## config.mk

```make
export PLATFORM = sky130hd
export DESIGN_NAME = quickq_client_flat
export DESIGN_NICKNAME = d
export VERILOG_FILES = /design/src/rtl/quickq_client_if.sv /design/src/rtl/quickq_client.sv /design/src/flat_wrapper.sv
export SDC_FILE = /design/constraint.sdc
export NUM_CORES = 1
export LEC_CHECK = 0
export ABC_AREA = 1
export CAP_MARGIN = 5
export CORE_ASPECT_RATIO = 0.75
export CORE_MARGIN = 4
export CORE_UTILIZATION = 48
export CTS_BUF_LIST = sky130_fd_sc_hd__clkbuf_8
export CTS_CLUSTER_DIAMETER = 60
export CTS_CLUSTER_SIZE = 8
export DETAILED_ROUTE_END_ITERATION = 6
export PLACE_DENSITY = 0.92
export SLEW_MARGIN = 40
export SYNTH_ARGS = -nofsm -noshare
export SYNTH_HDL_FRONTEND = slang
export SYNTH_SLANG_ARGS = --single-unit
```

## constraint.sdc

```tcl
create_clock -name clk -period 3.25 [get_ports clk]
set_clock_uncertainty 0.15 [all_clocks]
set_input_delay 0.975 -clock clk [delete_from_list [all_inputs] [get_ports clk]]
set_output_delay 0.975 -clock clk [all_outputs]
set_load 0.05 [all_outputs]
```

## src/rtl/quickq_client_if.sv

```systemverilog
// Producer-facing command/response channels of the QuickQ client.
// Handshake: a beat transfers on a rising clk edge where valid & ready are both 1;
// a source raising valid keeps valid and its payload unchanged until that edge.
interface quickq_client_if #(
  parameter int W = 32
);
  logic         cmd_valid;
  logic         cmd_ready;
  logic         cmd_op;
  logic [W-1:0] cmd_data;
  logic         rsp_valid;
  logic         rsp_ready;
  logic [W-1:0] rsp_data;
  logic         rsp_err;

  modport master (
    output cmd_valid, cmd_op, cmd_data, rsp_ready,
    input  cmd_ready, rsp_valid, rsp_data, rsp_err
  );

  modport slave (
    input  cmd_valid, cmd_op, cmd_data, rsp_ready,
    output cmd_ready, rsp_valid, rsp_data, rsp_err
  );
endinterface

```

## src/rtl/quickq_client.sv

```systemverilog
// Host-side requester for the QuickQ priority-queue core: one push/pop in flight,
// local full/empty rejection, busy-edge completion detection and a bounded wait.
module quickq_client #(
  parameter int W       = 32,
  parameter int DEPTH   = 8,
  parameter int TIMEOUT = 64,
  parameter int CW      = $clog2(DEPTH + 1)
) (
  input  logic          clk,
  input  logic          rst_n,
  quickq_client_if.slave cmd_if,
  output logic          q_enq,
  output logic          q_deq,
  output logic [W-1:0]  q_data,
  input  logic          q_busy,
  input  logic [W-1:0]  q_rdata,
  output logic [CW-1:0] count,
  output logic          full,
  output logic          empty,
  output logic [1:0]    state_dbg
);
  localparam logic [1:0] S_IDLE  = 2'd0;
  localparam logic [1:0] S_ISSUE = 2'd1;
  localparam logic [1:0] S_WAIT  = 2'd2;
  localparam logic [1:0] S_RESP  = 2'd3;

  localparam int            TW     = (TIMEOUT > 1) ? $clog2(TIMEOUT) : 1;
  localparam logic [TW-1:0] T_LAST = TW'(TIMEOUT - 1);

  logic [1:0]    state;
  logic          op_q;
  logic [TW-1:0] timer;
  logic          seen_busy;
  logic [CW-1:0] cnt;
  logic [W-1:0]  rsp_data_q;
  logic          rsp_err_q;

  logic accept;
  logic reject;
  logic done;

  assign full   = (cnt == CW'(DEPTH));
  assign empty  = (cnt == '0);
  assign accept = cmd_if.cmd_valid & cmd_if.cmd_ready;
  assign reject = accept & ((~cmd_if.cmd_op & full) | (cmd_if.cmd_op & empty));
  // Completion needs a busy phase first, so a core that is slow to start is not mistaken for done.
  assign done   = seen_busy & ~q_busy;

  always_ff @(posedge clk or negedge rst_n) begin
    if (!rst_n) begin
      state      <= S_IDLE;
      op_q       <= 1'b0;
      q_data     <= '0;
      timer      <= '0;
      seen_busy  <= 1'b0;
      cnt        <= '0;
      rsp_data_q <= '0;
      rsp_err_q  <= 1'b0;
    end else begin
      case (state)
        S_IDLE: begin
          if (reject) begin
            rsp_data_q <= '0;
            rsp_err_q  <= 1'b1;
            state      <= S_RESP;
          end else if (accept) begin
            op_q   <= cmd_if.cmd_op;
            q_data <= cmd_if.cmd_data;
            state  <= S_ISSUE;
          end
        end
        S_ISSUE: begin
          timer     <= '0;
          seen_busy <= 1'b0;
          state     <= S_WAIT;
        end
        S_WAIT: begin
          timer <= timer + 1'b1;
          if (q_busy) seen_busy <= 1'b1;
          if (done) begin
            rsp_data_q <= op_q ? q_rdata : '0;
            rsp_err_q  <= 1'b0;
            cnt        <= op_q ? (cnt - 1'b1) : (cnt + 1'b1);
            state      <= S_RESP;
          end else if (timer == T_LAST) begin
            rsp_data_q <= '0;
            rsp_err_q  <= 1'b1;
            state      <= S_RESP;
          end
        end
        S_RESP: begin
          if (cmd_if.rsp_ready) state <= S_IDLE;
        end
        default: state <= S_IDLE;
      endcase
    end
  end

  // Pulses decode straight from state so they drop the instant reset asserts.
  assign q_enq            = (state == S_ISSUE) & ~op_q;
  assign q_deq            = (state == S_ISSUE) &  op_q;
  assign cmd_if.cmd_ready = (state == S_IDLE) & rst_n;
  assign cmd_if.rsp_valid = (state == S_RESP);
  assign cmd_if.rsp_data  = rsp_data_q;
  assign cmd_if.rsp_err   = rsp_err_q;
  assign count            = cnt;
  assign state_dbg        = state;
endmodule
```

## src/flat_wrapper.sv

```systemverilog
// flat-port wrapper written by rule: the top's interface ports become plain ports
module quickq_client_flat 
#(
  parameter int W       = 32,
  parameter int DEPTH   = 8,
  parameter int TIMEOUT = 64,
  parameter int CW      = $clog2(DEPTH + 1)
)
  (clk, rst_n, q_enq, q_deq, q_data, q_busy, q_rdata, count, full, empty, state_dbg, cmd_if_cmd_valid, cmd_if_cmd_op, cmd_if_cmd_data, cmd_if_rsp_ready, cmd_if_cmd_ready, cmd_if_rsp_valid, cmd_if_rsp_data, cmd_if_rsp_err);
  quickq_client_if #(.W(W)) cmd_if_i ();
  input  logic clk;
  input  logic rst_n;
  output logic q_enq;
  output logic q_deq;
  output logic [W-1:0] q_data;
  input  logic q_busy;
  input  logic [W-1:0] q_rdata;
  output logic [CW-1:0] count;
  output logic full;
  output logic empty;
  output logic [1:0] state_dbg;
  input wire logic [$bits(cmd_if_i.cmd_valid)-1:0] cmd_if_cmd_valid;
  input wire logic [$bits(cmd_if_i.cmd_op)-1:0] cmd_if_cmd_op;
  input wire logic [$bits(cmd_if_i.cmd_data)-1:0] cmd_if_cmd_data;
  input wire logic [$bits(cmd_if_i.rsp_ready)-1:0] cmd_if_rsp_ready;
  output wire logic [$bits(cmd_if_i.cmd_ready)-1:0] cmd_if_cmd_ready;
  output wire logic [$bits(cmd_if_i.rsp_valid)-1:0] cmd_if_rsp_valid;
  output wire logic [$bits(cmd_if_i.rsp_data)-1:0] cmd_if_rsp_data;
  output wire logic [$bits(cmd_if_i.rsp_err)-1:0] cmd_if_rsp_err;
  assign cmd_if_i.cmd_valid = cmd_if_cmd_valid;
  assign cmd_if_i.cmd_op = cmd_if_cmd_op;
  assign cmd_if_i.cmd_data = cmd_if_cmd_data;
  assign cmd_if_i.rsp_ready = cmd_if_rsp_ready;
  assign cmd_if_cmd_ready = cmd_if_i.cmd_ready;
  assign cmd_if_rsp_valid = cmd_if_i.rsp_valid;
  assign cmd_if_rsp_data = cmd_if_i.rsp_data;
  assign cmd_if_rsp_err = cmd_if_i.rsp_err;
  quickq_client #(.W(W), .DEPTH(DEPTH), .TIMEOUT(TIMEOUT), .CW(CW)) u_core (.clk(clk), .rst_n(rst_n), .cmd_if(cmd_if_i), .q_enq(q_enq), .q_deq(q_deq), .q_data(q_data), .q_busy(q_busy), .q_rdata(q_rdata), .count(count), .full(full), .empty(empty), .state_dbg(state_dbg));
endmodule
```

==> flow_metrics.tcl, run 1 <==
set metrics [dict create \
    synth_compound_area_share_pct 2.30 \
    pwr_density_cell_mw_per_mm2 903 \
    setup_slack_ns 0.210 \
    overflow 0 \
    grtUsageTotal_pct 22.6 \
    tightest_slew_ns 0.703 \
    cts-hold-fix-buffers 0 \
    combinationalPowerShare_pct 55.5 \
    cts_setup_buffers 0 \
    grt_pass1_wl_mm 16.8 \
    reg2reg_depth 9 \
    grt_max_degree 80 \
    crit_fanout 5 \
    pwr-share-seq_pct 28.9 \
    yosys_warnings 0 \
    synthAdderAreaFrac_pct 2.91 \
    relSlewSlack_pct 53.1 \
    rsz0062_at_grt "no" \
    num_rows 27 \
    hold_viol_final 0 \
    r2r_end "u_core.op_q" \
    cts_max_level 3 \
    netlist_instances 472 \
    antenna_found_initial 0 \
    critPathMaxStageDelay_ns 0.80 \
    path_buf_inv 2 \
    layout-drive-gt1-share_pct 5.35 \
    cts_sinks 79 \
    synth_nets 550 \
    synth_xor_area_share_pct 0.712 \
    regToRegSetupSlack_ns 1.09 \
    postSynthAreaPerCell_um2 7.82 \
    io_pins 147 \
    drcViolationCount 0 \
    die_h_um 84.0 \
    final_cell_mix "194 x nand2_1, 142 x clkdlybuf4s50_1, 79 x dfrtp_1" \
    path_delay_family "buffers and inverters" \
    max_cap_violations 0 \
    finalSetupViolations 0 \
    hpwl_mm 7.30 \
    drt_first_pass_iters 5 \
    drv_slew 0 \
    die_width_um 109 \
    coreArea_mm2 0.00740 \
    layout_min_cycle_time_ns 3.04 \
    holdCritPathClass "register to register" \
    synth_top_family_by_area "simple AND/OR/NAND/NOR gates" \
    syn_area_mm2 0.00369 \
    leakage_nw 2.69 \
    finalCritPeriodShare_pct 93.5 \
    ir_drop_uv 665 \
    fin_setup_tns_ns 0 \
    final_common_cell "nand2_1" \
    synth_cell_type_count 20 \
    wl_per_cell_um 14.2 \
    synth-simple-area-share_pct 35.2 \
    antenna_cells 0 \
    numPortBuffers 146 \
    preCtsSetupSlack_ns 0.513 \
    cts.path.max_buffers 2 \
    tritoncts "done" \
    first_global_vias 3566 \
    dr.first_iter.drc_count 224 \
    cp-end-kind "output port" \
    path_class "register to output port" \
    start_kind "register" \
    max_freq_mhz 329 \
    hp-start "u_core.q_data[12]" \
    cts-root-buf "clkbuf_8" \
    cp_cell_sequence "nor2_1, nand2_1, inv_1, clkdlybuf4s50_1" \
    place_congestion 0.838 \
    cts.clk_slew.worst_paths_ns 0.08 \
    crit_slowest_cell "clkdlybuf4s50_1" \
    p_clk_share_pct 15.6 \
    nNetsFinal 691 \
    status "completed" \
    p_sw_mw 2.42 \
    numCtsBuffers 9 \
    area_delta_synth_final_pct 48.2 \
    min_delay_path_depth 2 \
    r2r_start "u_core.state_dbg[0]" \
    cp.arrival_ns 1.91 \
    synthMuxAreaShare_pct 0 \
    worstSkewPairLatency_ns 0.33 \
    p_sw_share_pct 49.0 \
    initial_core_util_pct 49.9 \
    cts_resized 0 \
    drtAntennaViolNets 0 \
    via_per_inst 5.04 \
    vias 3619 \
    routed_wl_mm 10.2 \
    startpoint "u_core.count[1]" \
    hold_end "u_core.q_data[12]" \
    die_area_mm2 0.00917 \
    worstPathRequired_ns 2.12 \
    ys_ff_latch 79 \
    ys_seq_area_share_pct 53.5 \
    p_int_mw 2.52 \
]
-- tightest hold or removal path, cell delays in order (launching register included) --
cell	delay, ns
dfrtp_1	0.35
nand2_1	0.05
nand2_1	0.05
-- area by class of cell --
| type | count | area, um^2 |
|---|---|---|
| Clock inverter | 6 | 85.1 |
| Sequential cell | 79 | 1980 |
| Inverter | 22 | 82.6 |
| Multi-Input combinational cell | 345 | 1520 |
| Fill cell | 530 | 1930 |
| Clock buffer | 9 | 124 |
| Tap cell | 101 | 126 |
| Timing Repair Buffer | 156 | 1560 |
-- power groups by stage --
| stage | combinational (mW) | sequential [mW] | clock (mW) |
|---|---|---|---|
| 6_report | 2.74 | 1.43 | 0.770 |
| 5_1_grt | 2.94 | 1.47 | 0.831 |
| 4_1_cts | 2.75 | 1.43 | 0.783 |
| 3_5_place_dp | 2.74 | 1.44 | 0 |
| 3_3_place_gp | 2.68 | 1.42 | 0 |
| 2_1_floorplan | 0.999 | 2.26 | 0 |
-- per-layer routing --
metal | GRT usage [%] | vias up | share of wire, %
li1 | - | 1758 | -
met1 | 29.8 | 1719 | 43
met2 | 36.7 | 135 | 47
met3 | 7.27 | 7 | 9.3
met4 | 4.42 | 0 | 0.60
met5 | 0 | - | 0
-- through the flow --
| step | hold WS, ns | utilization, % | instances | total power, mW | area (um^2) |
|---|---|---|---|---|---|
| final | 0.327 | 74.0 | 718 | 4.94 | 5470 |
| after global routing | 0.352 | 74.0 | 718 | 5.24 | 5470 |
| after CTS | 0.329 | 74.0 | 718 | 4.96 | 5470 |
| after detailed placement | 0.309 | 71.1 | 703 | 4.18 | 5260 |
| after global placement | 0.302 | 71.1 | 703 | 4.11 | 5260 |
| after floorplan | 0.322 | - | 472 | 3.25 | 3690 |
-- registers in the layout, summed over array words and instances, names as in the netlist --
| name | flops |
|---|---|
| u_core.cmd_if.rsp_err | 1 |
| u_core.seen_busy | 1 |
| u_core.cmd_if.rsp_data | 32 |
| u_core.count | 4 |
| u_core.state_dbg | 2 |
| u_core.op_q | 1 |
| u_core.q_data | 32 |
| u_core.timer | 6 |
-- cells in the mapped netlist, drive strengths merged --
cell	instances	area, um^2
nand2	196	741
dfrtp	79	1980
nand3	70	355
nor2	50	195
inv	22	82.6
buf	13	63.8
clkbuf	13	48.8
o21ai	9	45.0
ha	7	87.6
a21oi	5	25.0
nor3	2	10.0
xor2	2	17.5
fa	1	20.0
o21a	1	7.51
o21bai	1	7.51
xnor2	1	8.76
-- cell families (layout without fill, tap and decap cells) --
logic type,Yosys count,after routing
AND/OR/NAND/NOR,318,318
flip-flops,79,79
buffers and inverters,48,193
AO/OA/AOI/OAI,16,16
adder cells (fa/ha/maj),8,8
XOR/XNOR,3,3
-- how the worst max path moves through the flow --
| stage | slack (ns) | cells past startpoint | to |
|---|---|---|---|
| 6_report | 0.21 | 4 | full |
| 5_1_grt | 0.09 | 4 | full |
| 4_1_cts | 0.20 | 4 | full |
| 3_5_place_dp | 0.51 | 8 | u_core.cmd_if.rsp_data[3] |
| 3_3_place_gp | 0.54 | 8 | u_core.op_q |
| 2_1_floorplan | 0.52 | 3 | q_enq |
No activity file was read; power rests on OpenSTA's default activity.
==> run 2: changes to the inputs <==
- RECOVER_POWER: unset -> 100
==> run 2 against run 1 <==
Net effect: design area shrank 1.4%; register-to-register slack worse by 0.49 ns; utilization fell by 1.0 points; maximum frequency up 0.20%; sequential power about the same; largest cell class unchanged; sequential cell count unchanged; the flow now finishes with violations (max-capacitance violations, max-slew violations); non-clock buffer count stayed put; hold slack got worse by 0.0060 ns.
==> flow_metrics.tcl, run 2 (same netlist as run 1, synthesis figures left out) <==
set metrics [dict create \
    hold_end "u_core.q_data[12]" \
    grtUsageTotal_pct 22.6 \
    finalSetupViolations 0 \
    cp-end-kind "output port" \
    max_freq_mhz 330 \
    final_cell_mix "196 x nand2_1, 79 x dfrtp_1, 74 x dlygate4sd3_1" \
    cts_sinks 79 \
    antenna_found_initial 0 \
    setup_slack_ns 0.216 \
    vias 3589 \
    preCtsSetupSlack_ns 0.513 \
    drcViolationCount 0 \
    numCtsBuffers 9 \
    r2r_start "u_core.state_dbg[0]" \
    path_buf_inv 2 \
    initial_core_util_pct 49.9 \
    grt_pass1_wl_mm 16.8 \
    via_per_inst 5.00 \
    cts-hold-fix-buffers 0 \
    hpwl_mm 7.30 \
    holdCritPathClass "register to register" \
    antenna_cells 0 \
    overflow 0 \
    total_power_mw 4.78 \
    status "finished with violations" \
    worstPathRequired_ns 2.12 \
    ir_drop_uv 641 \
    cp_cell_sequence "nor2_1, nand2_1, inv_1, clkdlybuf4s50_1" \
    reg2reg_depth 9 \
    layout-drive-gt1-share_pct 3.89 \
    path_delay_family "buffers and inverters" \
    numPortBuffers 146 \
    startpoint "u_core.count[1]" \
    worstSkewPairLatency_ns 0.33 \
    cts.path.max_buffers 2 \
    final_common_cell "nand2_1" \
    pwr_density_cell_mw_per_mm2 885 \
    io_pins 147 \
    die_width_um 109 \
    grt_max_degree 80 \
    max_cap_violations 1 \
    relSlewSlack_pct -27.2 \
    rsz0062_at_grt "no" \
    drv_slew 80 \
    cts_resized 0 \
    regToRegSetupSlack_ns 0.60 \
    p_sw_mw 2.39 \
    p_sw_share_pct 50.0 \
    cp.arrival_ns 1.91 \
    first_global_vias 3566 \
    fin_setup_tns_ns 0 \
    layout_min_cycle_time_ns 3.03 \
    wl_per_cell_um 14.1 \
    finalCritPeriodShare_pct 93.3 \
    p_int_mw 2.39 \
    leakage_nw 2.83 \
    area_delta_synth_final_pct 46.2 \
    path_class "register to output port" \
    nNetsFinal 691 \
    r2r_end "u_core.q_data[22]" \
    cts_max_level 3 \
    num_rows 27 \
    crit_slowest_cell "clkdlybuf4s50_1" \
    p_clk_share_pct 16.1 \
    cts.clk_slew.worst_paths_ns 0.08 \
    violations "max-capacitance violations, max-slew violations" \
    pwr-share-seq_pct 29.7 \
    dr.first_iter.drc_count 195 \
    cts_setup_buffers 0 \
    combinationalPowerShare_pct 54.2 \
    coreArea_mm2 0.00740 \
    hp-start "u_core.q_data[12]" \
    cts-root-buf "clkbuf_8" \
    drtAntennaViolNets 0 \
    die_area_mm2 0.00917 \
    min_delay_path_depth 2 \
    critPathMaxStageDelay_ns 0.80 \
    hold_viol_final 0 \
    place_congestion 0.838 \
    drt_first_pass_iters 5 \
    die_h_um 84.0 \
    tightest_slew_ns 1.91 \
    start_kind "register" \
    crit_fanout 5 \
    routed_wl_mm 10.1 \
    tritoncts "done" \
]
## run 2: cell count changes in the layout (fill, tap and decap cells not counted), sizes merged
cell / before / now
buf: 14 / 5
clkdlybuf4s50: 142 / 68
clkbuf: 9 / 18
dlygate4sd3: 0 / 74
## run 2: routing by layer
metal | vias up | GRT usage, % | part of all wire (%) | wire (um)
met2 | 114 | 36.7 | 48 | 4870
li1 | 1757 | - | - | -
met3 | 6 | 7.27 | 8.3 | 837
met4 | 0 | 4.42 | 0.54 | 55
met5 | - | 0 | 0 | 0
met1 | 1712 | 29.8 | 43 | 4370
## run 2: cell type report
class                      instances  area (um^2)
fill                             546         2000
clock buffer                       9          124
sequential                        79         1980
timing repair buffer             156         1500
clock inverter                     6         85.1
tap                              101          126
multi-input combinational        345         1510
inverter                          22         82.6
## run 2: worst max path at each step
stage          cells past startpoint  slack, ns                          to
3_5_place_dp                       8       0.51   u_core.cmd_if.rsp_data[3]
4_1_cts                            4       0.20                        full
2_1_floorplan                      3       0.52                       q_enq
3_3_place_gp                       8       0.54                 u_core.op_q
6_report                           4       0.22                        full
5_1_grt                            8       0.05  u_core.cmd_if.rsp_data[18]
## run 2: worst reg2reg max path: stages, from the launching register on
cell      delay [ns]
dfrtp_1         0.43
inv_1           0.11
ha_1            0.24
nand2_1         0.09
nor2_1          0.21
clkbuf_2        0.59
nand2_1         0.15
clkbuf_1        0.36
nand2_1         0.17
nand2_1         0.06
## run 2: metrics by stage
step           cell area, um^2  hold WS [ns]  cells  utilization (%)
2_1_floorplan             3690         0.322    472                -
4_1_cts                   5470         0.329    718             74.0
6_report                  5400         0.321    718             73.0
3_3_place_gp              5260         0.302    703             71.1
3_5_place_dp              5260         0.309    703             71.1
5_1_grt                   5400         0.347    718             73.0
## run 2: power by group through the flow
stage / logic, mW / registers, mW / clock network (mW)
floorplan: 0.999 / 2.26 / 0
global route: 2.79 / 1.46 / 0.831
detailed placement: 2.74 / 1.44 / 0
CTS: 2.75 / 1.43 / 0.783
finish: 2.59 / 1.42 / 0.769
global placement: 2.68 / 1.42 / 0
==> run 3: changes to the inputs <==
- CORE_MARGIN: 4 -> unset
==> run 3 against run 2 <==
Net effect: the run still ends with max-capacitance violations, max-slew violations left; total power is 0.49% lower; combinational power is essentially flat; sequential power barely moved; sequential share of layout area is essentially flat; maximum frequency down 1.6%; critical endpoint is now empty; largest cell class unchanged; largest power group unchanged; highest routed layer unchanged.
==> flow_metrics.tcl, run 3 (same netlist as run 1, synthesis figures left out) <==
set metrics [dict create \
    dpl-instance-area_mm2 0.00526 \
    layout-drive-gt1-share_pct 4.21 \
    ir_drop_uv 626 \
    leakage_nw 2.84 \
    cts_resized 0 \
    crit_fanout 5 \
    dr.first_iter.drc_count 146 \
    grt_max_degree 80 \
    finalCritPeriodShare_pct 94.8 \
    cp-end-kind "output port" \
    die_width_um 103 \
    wl_per_cell_um 14.0 \
    tritoncts "done" \
    grtUsageTotal_pct 26.3 \
    io_pins 147 \
    relSlewSlack_pct -28.1 \
    num_rows 27 \
    dp_cells 702 \
    via_per_inst 5.06 \
    status "finished with violations" \
    drtAntennaViolNets 0 \
    finalSetupViolations 0 \
    numCtsBuffers 9 \
    pwr_density_cell_mw_per_mm2 881 \
    final_core_util_pct 73.0 \
    layout_min_cycle_time_ns 3.08 \
    setup_slack_ns 0.168 \
    drcViolationCount 0 \
    fin_area_mm2 0.00540 \
    drv_slew 80 \
    cts_setup_buffers 0 \
    first_global_vias 3498 \
    grt_pass1_wl_mm 16.2 \
    final_cells 718 \
    numPortBuffers 146 \
    cts.path.max_buffers 2 \
    final_cell_mix "194 x nand2_1, 79 x dfrtp_1, 75 x dlygate4sd3_1" \
    holdCritPathClass "register to register" \
    max_cap_violations 1 \
    tightest_slew_ns 1.92 \
    hold_viol_final 0 \
    die_h_um 78.0 \
    final_common_cell "nand2_1" \
    overflow 0 \
    antenna_cells 0 \
    cts_max_level 3 \
    initial_core_util_pct 49.9 \
    antenna_found_initial 0 \
    hpwl_mm 7.04 \
    worstPathRequired_ns 2.12 \
    path_class "register to output port" \
    die_area_mm2 0.00805 \
    coreArea_mm2 0.00740 \
    rsz0062_at_grt "no" \
    cp.arrival_ns 1.96 \
    cts_sinks 79 \
    nNetsFinal 690 \
    place_congestion 0.829 \
    vias 3636 \
    drt_first_pass_iters 4 \
    worstSkewPairLatency_ns 0.34 \
    max_freq_mhz 324 \
    cts-root-buf "clkbuf_8" \
    cts.clk_slew.worst_paths_ns 0.08 \
    violations "max-capacitance violations, max-slew violations" \
    start_kind "register" \
    area_delta_synth_final_pct 46.2 \
    cts-hold-fix-buffers 0 \
    fin_setup_tns_ns 0 \
    preCtsSetupSlack_ns 0.223 \
    routed_wl_mm 10.1 \
]
## run 3: cell count changes in the layout (fill, tap and decap cells not counted), sizes merged
| cell | previous run | this run |
|---|---|---|
| dlygate4sd3 | 74 | 75 |
| clkinvlp | 1 | 2 |
| clkdlybuf4s50 | 68 | 67 |
| clkinv | 1 | 0 |
| dlymetal6s2s | 0 | 1 |
| inv | 24 | 25 |
| bufinv | 2 | 1 |
| buf | 5 | 4 |
## run 3: worst paths after layout
path,depth (start not counted),end,slack (ns),start
setup / recovery,4,empty,0.17,u_core.count[1]
max in group asynchronous,2,u_core.cmd_if.rsp_data[5],0.60,rst_n
hold / removal,2,u_core.cmd_if.rsp_err,0.32,u_core.cmd_if.rsp_err
hold reg to reg,2,u_core.cmd_if.rsp_err,0.32,u_core.cmd_if.rsp_err
min in group asynchronous,2,u_core.cmd_if.rsp_data[19],1.24,rst_n
setup reg to reg,9,u_core.q_data[29],0.42,u_core.state_dbg[1]
## run 3: through the flow
stage | hold slack (ns) | power [mW]
6_report | 0.320 | 4.75
5_1_grt | 0.341 | 5.04
4_1_cts | 0.328 | 4.93
3_5_place_dp | 0.308 | 4.17
3_3_place_gp | 0.304 | 4.08
2_1_floorplan | 0.322 | 3.25
## run 3: layout make-up
type / count / area (um^2)
Fill cell: 521 / 2000
Sequential cell: 79 / 1980
Multi-Input combinational cell: 345 / 1520
Timing Repair Buffer: 155 / 1500
Clock buffer: 10 / 138
Tap cell: 101 / 126
Inverter: 22 / 82.6
Clock inverter: 6 / 61.3
## run 3: layer usage
metal  up-vias  part of all wire [%]  track usage [%]
li1       1756                     -                -
met3        36                   6.5             6.04
met4         0                   3.2             10.8
met2       149                    49             43.9
met5         -                     0                0
met1      1695                    42             32.8
## run 3: power by group
part	internal (mW)	total [mW]	switching, mW
sequential	1.24	1.42	0.172
clock	0.373	0.727	0.354
combinational	0.724	2.61	1.89
total	2.34	4.75	2.41
## run 3: critical path, cell delays in order (launching register included)
cell and delay, ns:
dfrtp_1 0.44, nor2_1 0.16, nand2_1 0.09, inv_1 0.06
dlygate4sd3_1 0.88
==> edit: new RTL, config.mk and constraints of run 3 <==
`DEPTH` is set to 8 in 2 places; all go to 32.
--- a/src/rtl/quickq_client.sv
+++ b/src/rtl/quickq_client.sv
@@ -3,5 +3,5 @@
 module quickq_client #(
   parameter int W       = 32,
-  parameter int DEPTH   = 8,
+  parameter int DEPTH   = 32,
   parameter int TIMEOUT = 64,
   parameter int CW      = $clog2(DEPTH + 1)
--- a/src/flat_wrapper.sv
+++ b/src/flat_wrapper.sv
@@ -3,5 +3,5 @@
 #(
   parameter int W       = 32,
-  parameter int DEPTH   = 8,
+  parameter int DEPTH   = 32,
   parameter int TIMEOUT = 64,
   parameter int CW      = $clog2(DEPTH + 1)
Interface: changed (resized count); port bits go from 147 to 149. The function was not compared with the original's and may differ.
==> edit against run 3 <==
The run still ends with capacitance limit, slew limit left; via count rose by 3.1%; wire length rose by 0.91%; sequential share of layout area shrank 0.59 points; area after synthesis grew 6.7%; total power rose by 14%; design area increased by 4.2%; worst setup slack worse by 0.0025 ns; register-to-register slack got worse by 0.03 ns; sequential cell count up 2; highest routed layer unchanged.
==> edit: results (changes against run 3) <==
[detailed_routing]
wl_met3_um = 803  ; +23%
vias = 3750  ; +3.1%
met1Wirelength_um = 4290  ; +2.5%
drt_first_pass_iters = 5  ; +1
drtIter0Drc = 196  ; +34%

[pwr]
clockPowerShare_pct = 14.4  ; -0.9 points
peakVddDrop_v = 0.000736  ; +18%
pwr-share-seq_pct = 28.6  ; -1.2 points
intPower_mw = 2.64  ; +13%
power_density_nw_per_um2 = 966  ; +9.7%

[grt]
grtUsageMet3_pct = 6.09  ; +0.052 points
grt_use_met1_pct = 33.1  ; +0.36 points
grt_first_pass_wirelength_um = 16600  ; +2.8%
use_met2_pct = 40.7  ; -3.2 points
grt_max_degree = 82  ; +2.5%

[placed_design]
post_dp_cell_area_um2 = 5470  ; +4.1%
dp_hpwl_um = 7300  ; +3.7%
placed_cells = 724  ; +3.1%
numPortBuffers = 148  ; +1.4%

[run_status]
run_status = finished with violations
violations = capacitance limit, slew limit

[logic_synthesis]
synth_top_cells_by_count = nand2_1, dfrtp_1, nand3_1, nor2_1, inv_1
netlist_instances = 491  ; +4.0%

[timing]
drv_slew = 82  ; +2.5%

[flow_run]
maxCapViolations = 1  ; unchanged

[cells_and_area]
fillers = 635  ; +22%

## edit: final timing paths
check	startpoint	endpoint	slack [ns]	cells after the start
max in group asynchronous	rst_n	u_core.cmd_if.rsp_data[5]	0.64	2
worst min register to register	u_core.q_data[21]	u_core.q_data[21]	0.32	2
worst min-delay path	u_core.q_data[21]	u_core.q_data[21]	0.32	2
worst max register to register	u_core.state_dbg[0]	u_core.q_data[27]	0.39	9
worst max-delay path	u_core.count[0]	empty	0.17	4
min in group asynchronous	rst_n	u_core.q_data[14]	1.19	2
## edit: cell families after synthesis
| logic type | count (synthesis) | synth area share [%] |
|---|---|---|
| xor+xnor | 7 | 1.56 |
| buf+inv | 47 | 6.07 |
| simple gates | 328 | 34.7 |
| compound gates | 17 | 2.57 |
| fa+ha+maj | 11 | 3.68 |
| flops | 81 | 51.5 |
## edit: layout make-up
type,count,share of cell area (%)
sequential,81,36.0
multi-input combinational,363,29.4
timing repair buffer,155,27.2
tap,105,2.33
clock buffer,9,2.20
clock inverter,6,1.51
inverter,20,1.33
